$ cat src/rtl/mmio_port_unit.sv
// Memory-mapped I/O port: byte output FIFO drained by valid/ready, plus a
// one-entry input holding register, all reached through the core's load/store bus.
module mmio_port_unit #(
  parameter logic [31:0] PORT_BASE  = 32'h1001_0100,
  parameter int unsigned FIFO_DEPTH = 8
) (
  input  logic        clk,
  input  logic        reset,
  input  logic [31:0] Address,
  input  logic [31:0] WriteData,
  input  logic        MemWrite,
  input  logic        MemRead,
  output logic [31:0] ReadData,
  output logic        Hit,
  input  logic [7:0]  PortIn,
  input  logic        PortInValid,
  output logic [7:0]  PortOut,
  output logic        PortOutValid,
  input  logic        PortOutReady
);
  localparam int unsigned AW = $clog2(FIFO_DEPTH);
  localparam int unsigned CW = AW + 1;

  logic [7:0]    mem_q [FIFO_DEPTH];
  logic [AW-1:0] wr_ptr_q, wr_ptr_d;
  logic [AW-1:0] rd_ptr_q, rd_ptr_d;
  logic [CW-1:0] count_q, count_d;
  logic          out_drop_q, out_drop_d;
  logic [7:0]    in_byte_q, in_byte_d;
  logic          in_valid_q, in_valid_d;
  logic          in_overrun_q, in_overrun_d;

  logic [1:0]    off;
  logic          wr_out, wr_ctrl, pop_in, flush, clr_flags;
  logic          out_empty, out_full, pop_out, push_ok;
  logic [31:0]   status;

  // Only the low byte of store data and the word offset are meaningful.
  logic unused_bits;
  assign unused_bits = ^{WriteData[31:8], Address[1:0]};

  assign Hit       = (Address[31:4] == PORT_BASE[31:4]);
  assign off       = Address[3:2];
  assign wr_out    = MemWrite & Hit & (off == 2'd0);
  assign wr_ctrl   = MemWrite & Hit & (off == 2'd3);
  assign pop_in    = MemRead  & Hit & (off == 2'd1);
  assign flush     = wr_ctrl & WriteData[0];
  assign clr_flags = wr_ctrl & WriteData[1];

  assign out_empty    = (count_q == '0);
  assign out_full     = (count_q == CW'(FIFO_DEPTH));
  assign PortOutValid = ~out_empty;
  assign PortOut      = mem_q[rd_ptr_q];
  assign pop_out      = PortOutValid & PortOutReady;
  // A full FIFO still takes a byte when the head leaves in the same cycle.
  assign push_ok      = wr_out & (~out_full | pop_out);

  always_comb begin
    status          = '0;
    status[0]       = out_empty;
    status[1]       = out_full;
    status[2]       = in_valid_q;
    status[3]       = in_overrun_q;
    status[4]       = out_drop_q;
    status[8 +: CW] = count_q;
  end

  always_comb begin
    ReadData = '0;
    if (MemRead && Hit) begin
      case (off)
        2'd1:    ReadData = {24'b0, in_byte_q};
        2'd2:    ReadData = status;
        default: ReadData = '0;
      endcase
    end
  end

  always_comb begin
    wr_ptr_d     = wr_ptr_q;
    rd_ptr_d     = rd_ptr_q;
    count_d      = count_q;
    out_drop_d   = out_drop_q;
    in_byte_d    = in_byte_q;
    in_valid_d   = in_valid_q;
    in_overrun_d = in_overrun_q;

    if (push_ok) wr_ptr_d = wr_ptr_q + 1'b1;
    if (pop_out) rd_ptr_d = rd_ptr_q + 1'b1;
    case ({push_ok, pop_out})
      2'b10:   count_d = count_q + 1'b1;
      2'b01:   count_d = count_q - 1'b1;
      default: count_d = count_q;
    endcase
    if (wr_out && out_full && !pop_out) out_drop_d = 1'b1;

    if (flush) begin
      wr_ptr_d = '0;
      rd_ptr_d = '0;
      count_d  = '0;
    end
    if (clr_flags) begin
      out_drop_d   = 1'b0;
      in_overrun_d = 1'b0;
    end

    // A fresh overrun in the clearing cycle is still recorded.
    if (PortInValid) begin
      if (!in_valid_q || pop_in) begin
        in_byte_d  = PortIn;
        in_valid_d = 1'b1;
      end else begin
        in_overrun_d = 1'b1;
      end
    end else if (pop_in) begin
      in_valid_d = 1'b0;
    end
  end

  always_ff @(posedge clk) begin
    if (reset) begin
      wr_ptr_q     <= '0;
      rd_ptr_q     <= '0;
      count_q      <= '0;
      out_drop_q   <= 1'b0;
      in_byte_q    <= '0;
      in_valid_q   <= 1'b0;
      in_overrun_q <= 1'b0;
    end else begin
      wr_ptr_q     <= wr_ptr_d;
      rd_ptr_q     <= rd_ptr_d;
      count_q      <= count_d;
      out_drop_q   <= out_drop_d;
      in_byte_q    <= in_byte_d;
      in_valid_q   <= in_valid_d;
      in_overrun_q <= in_overrun_d;
    end
  end

  // Storage is cleared on reset so the head reads 0 until the first push.
  always_ff @(posedge clk) begin
    for (int i = 0; i < FIFO_DEPTH; i++) begin
      if (reset) mem_q[i] <= '0;
      else if (push_ok && (wr_ptr_q == AW'(i))) mem_q[i] <= WriteData[7:0];
    end
  end
endmodule

$ cat config.mk
export PLATFORM = sky130hd
export DESIGN_NAME = mmio_port_unit
export DESIGN_NICKNAME = d
export VERILOG_FILES = /design/src/rtl/mmio_port_unit.sv
export SDC_FILE = /design/constraint.sdc
export NUM_CORES = 1
export LEC_CHECK = 0
export CAP_MARGIN = 40
export CORE_MARGIN = 5
export CORE_UTILIZATION = 40
export DETAILED_ROUTE_END_ITERATION = 10
export PLACE_DENSITY = 0.67
export SKIP_CTS_REPAIR_TIMING = 1
export SLEW_MARGIN = 30
export SYNTH_ARGS = -nofsm -noshare
export SYNTH_HDL_FRONTEND = slang
export SYNTH_SLANG_ARGS = --single-unit
$ cat constraint.sdc
create_clock -name clk -period 3.5 [get_ports clk]
set_input_delay 0.7 -clock clk [delete_from_list [all_inputs] [get_ports clk]]
set_output_delay 0.7 -clock clk [all_outputs]
set_load 0.05 [all_outputs]
# --- Word-level counts from Yosys, hierarchy flattened ---
# Memories as Yosys holds them, arrays and structs flattened. A register that Yosys moved wholly into a read port is not among the register bits.
# Cells that the tools add are included.
op_classes:
  addsub: 4
  mul: 0
  div_mod_pow: 0
  n_lt_le_gt_ge: 0
  eq_ne: 15
  shift: 0
  mux: 45
  bitwise: 20
  reduce_logical: 23
op_table:
  columns: ["op", "n"]
  rows:
  - ["$mux 8", 8]
  - ["$mux 1", 32]
  - ["$eq 28x25->1 const B", 1]
  - ["$pmux 12 s2", 1]
  - ["$eq 3x3->1 const B", 4]
  - ["$mux 12", 1]
  - ["$logic_and 1x1->1", 11]
  - ["$and 1x1->1", 9]
  - ["$or 1x1->1", 9]
  - ["$pmux 4 s2", 1]
  - ["$add 3x1->3 const B", 2]
  - ["$eq 2x2->1 const B", 3]
  - ["$eq 3x2->1 const B", 2]
  - ["$mux 3", 2]
  - ["$add 4x1->4 const B", 1]
  - ["$eq 2x1->1 const B", 2]
  - ["$eq 4x4->1 const B", 1]
  - ["$logic_not 4->1", 1]
  - ["$reduce_and 2->1", 2]
  - ["$reduce_bool 2->1", 2]
  - ["$reduce_or 2->1", 2]
  - ["$sub 4x1->4 const B", 1]
  - ["$eq 3x1->1 const B", 1]
  - ["$logic_not 3->1", 1]
  - ["other kinds (5)", 7]
totals:
  ff_bits: 21
  latch_bits: 0
  ramBits: 64
  romBits: 0
  input_bits: 78
  output_inout_bits: 42
  word_cells: 115
  mem_count: 1
mem_list:
  columns: ["name", "depth", "width", "rd", "rd_ports_with_merged_regs", "wr", "line_no", "rtl"]
  rows:
  - ["mem_q", 8, 8, 1, 1, 8, "24", "logic [7:0] mem_q [FIFO_DEPTH];"]

# --- Longest topological paths before layout ---
logic_depth:
  word_depth: 10
  mapped_depth: 14

# --- Worst setup path before layout ---
# Ideal clock, no wire load.
synth_path:
  kind: "in2out"
  start: "input port Address[11]"
  end: "output port ReadData[0]"
  arrival_ns: 2.692
  t_required_ns: 2.800
  path_slack_ns: 0.108
  path_stages: 5
  n_path_buf: 1
  path_cell_list: "nor4b_2 > and4_1 > buf_2 > nand2_1 > nor3_1"
synth_between:
  elab_chain_cells: 3
synth_lines:
  columns: ["item", "line_no", "rtl"]
  rows:
  - ["start, declared", "9", "input logic [31:0] Address,"]
  - ["$eq 28x25->1", "42", "assign Hit = (Address[31:4] == PORT_BASE[31:4]);"]
  - ["$logic_and 1x1->1", "70", "if (MemRead && Hit) begin"]
  - ["$mux 12", "70", null]
  - ["end, declared", "13", "output logic [31:0] ReadData,"]
# No other way between the ends.

# --- Final worst setup path ---
layout_path:
  start: "input port Address[11]"
  end: "output port ReadData[1]"
# The elaborated chain is that of the path after synthesis.

==> impl_metrics.toml <==
[yosys]
yosys-top-cells-area = "edfxtp_1 (40%), dfxtp_1 (10%), mux4_2 (7.6%)"
synth_edf_count = 64
yosysSeqAreaShare_pct = 50.50
synth_top_area_share_pct = 40.40
ys_ff_latch = 88
synth_area_um2 = 4757
yosysTopAreaCell = "edfxtp_1"
synth.avg_cell_area_um2 = 11.38
ys_async_sr_fraction_pct = 0
post-synth-top-count-cell = "edfxtp_1"
synth_common_cells = "edfxtp_1 (64), nor2_1 (57), nand2_1 (38)"
ys_warn_count = 0
synth_cell_types = 51
synthCells = 418
synth_flop_cell = "edfxtp_1"

[routing]
wl_per_cell_um = 18.33
dr_total_vias = 3569
vias_per_cell = 5.491
routed_wl_um = 11910
ant_nets = 0
drc = 0
first_iter_violations = 209
dr.pass1.iters = 5

[worst_setup_path]
worst_r2r_endpoint = "count_q[2]"
required_ns = 2.80
reg2reg_slack_ns = 0.84
startpoint_type = "primary input"
rr_worst_depth = 10
r2r_start = "count_q[0]"
crit_path_end_kind = "output pin"
arrival_ns = 2.64
critical_path.endpoint = "ReadData[1]"
worst-path-max-fanout = 15
worstSetupStartpoint = "Address[11]"
path_class = "primary input to output pin"

[sta]
drv_slew = 0
layout_min_cycle_time_ns = 3.342
skew_ns = 0.003961
final-setup-viol-count = 0
fmaxAchievable_mhz = 299.2
setup_tns_ns = 0
rsz0062_at_grt = "no"
final.period_utilization_pct = 95.48
finalHoldViolCount = 0
tightest_slew_ns = 0.7877
slew_headroom_pct = 47.43

[floorplanning]
die_w_um = 119.1
io_pins = 120
num_rows = 39
start_util_pct = 41.31
die-area_um2 = 14170
core_um2 = 11520
chipHeight_um = 119.1

[cells_and_area]
n_fill_cell = 1022
diodes = 0
syn_to_final_growth_pct = 28.56
drive_gt1_share_pct = 17.95
final_nets = 594
final_cells = 650

[clock_tree]
clk_pin_slew_worst_paths_ns = 0.06
numCtsBuffers = 9
cts_tree = "yes"
htree_num_levels = 3
clock_path_buffers = 2
clock_latency_ns = 0.34
clock-sinks = 88
clockRootBuffer = "clkbuf_16"

[place]
dp.cells = 634
io_buffers = 73
hpwlAfterDp_um = 8408
place_congestion = 0.8220

[global_route]
antenna_found_initial = 0
grt_max_degree = 30
grt_pass1_vias = 3777
grt_pass1_wl_um = 19490
grt_use_total_pct = 17.48
grt_overflow = 0

[pwr]
total_leakage_power_nw = 2.260
ir_drop_v = 0.0002100
p_per_area_nw_per_um2 = 402.4

[job]
drv_cap = 0

[hold_path]
hold_path.class = "register to register"
holdPathStages = 1

[status]
run_status = "completed"
-- logic make-up after synthesis --
group                      after synthesis  share of synthesized area (%)
adders and majority gates               14                          3.682
muxes                                   25                          9.679
and+or+nand+nor                        178                          21.46
AOI/OAI and AO/OA                       51                          7.260
xor gates and xnor gates                 5                         0.9205
buffers and inverters                   56                          6.418
DFF                                     88                          50.50
other                                    1                        0.07883
-- stage by stage --
step | setup slack (ns) | hold WS [ns] | instance area [um^2] | power (mW) | util, %
after global placement | 0.09752 | 0.4497 | 5792 | 1.423 | 50.29
after detailed placement | 0.03070 | 0.4502 | 5792 | 1.429 | 50.29
after floorplan | 0.1077 | 0.4333 | 4828 | 1.334 | -
after global routing | 0.03165 | 0.4795 | 6116 | 2.535 | 53.11
after CTS | 0.1409 | 0.4718 | 6116 | 2.475 | 53.11
final | 0.1583 | 0.4655 | 6116 | 2.461 | 53.11
-- flip-flops by register name, indices dropped and copies added, names as in the netlist, named ones only --
register and flops:
count_q 4, in_byte_q 8, in_overrun_q 1, in_valid_q 1
mem_q 64, out_drop_q 1, rd_ptr_q 3, wr_ptr_q 3
-- final cells by class --
type | count | area (um^2) | share of cell area [%]
multi-input combinational | 293 | 2121 | 34.68
sequential | 88 | 2402 | 39.28
timing repair buffer | 97 | 1041 | 17.02
tap | 143 | 178.9 | 2.926
clock inverter | 7 | 98.84 | 1.616
inverter | 13 | 48.80 | 0.7979
clock buffer | 9 | 225.2 | 3.682
-- where the power goes --
part	internal [mW]	switching (mW)	total, mW
sequential	1.16	0.0168	1.17
combinational	0.0933	0.139	0.233
clock	0.632	0.422	1.05
-- how the worst min path moves through the flow --
stage / end / from / slack (ns)
2_1_floorplan: in_overrun_q / in_overrun_q / 0.43
3_3_place_gp: in_overrun_q / in_overrun_q / 0.45
3_5_place_dp: in_overrun_q / in_overrun_q / 0.45
4_1_cts: in_overrun_q / in_overrun_q / 0.47
5_1_grt: in_overrun_q / in_overrun_q / 0.48
6_report: in_overrun_q / in_overrun_q / 0.47
-- routing by layer --
| metal | global-route usage, % | share of wire [%] |
|---|---|---|
| met1 | 22.70 | 43 |
| met2 | 28.97 | 48 |
| met3 | 3.934 | 7.5 |
| met4 | 5.865 | 1.4 |
| met5 | 0 | 0 |
-- critical path, cell delays in order --
cell and delay [ns]:
clkdlybuf4s50_1 0.42, nor4b_2 0.37, nand4_2 0.21, buf_4 0.24
nor4_1 0.35, a41o_1 0.20, buf_12 0.15
-- cell usage in the layout (no fill, tap or decap), types with 3 or more instances in the layout --
| master | synthesis | routed |
|---|---|---|
| dfxtp_1 | 24 | 24 |
| nand3_1 | 6 | 6 |
| nor2b_1 | 4 | 4 |
| o311ai_1 | 8 | 8 |
| nand4_4 | 3 | 3 |
| o21ai_1 | 3 | 3 |
| nand2_1 | 38 | 38 |
| buf_4 | 20 | 24 |
| nor4_2 | 4 | 4 |
| mux4_2 | 16 | 16 |
| a21o_1 | 4 | 4 |
| a21oi_1 | 8 | 8 |
| and2_1 | 5 | 5 |
| ha_1 | 14 | 14 |
| clkbuf_16 | 0 | 9 |
| and4_1 | 9 | 9 |
| inv_6 | 0 | 3 |
| nand4_1 | 3 | 3 |
| clkdlybuf4s50_1 | 0 | 60 |
| o21ai_0 | 6 | 6 |
| o31ai_1 | 3 | 3 |
| nor4b_2 | 3 | 3 |
| nor3_1 | 7 | 7 |
| and3_1 | 21 | 21 |
| buf_12 | 0 | 13 |
| nor2_1 | 57 | 57 |
| conb_1 | 1 | 20 |
| or4_1 | 8 | 8 |
| xor2_1 | 5 | 5 |
| a31oi_1 | 11 | 11 |
| inv_1 | 12 | 12 |
| mux2_2 | 8 | 8 |
| edfxtp_1 | 64 | 64 |
Power figures use the tool's default switching activity.
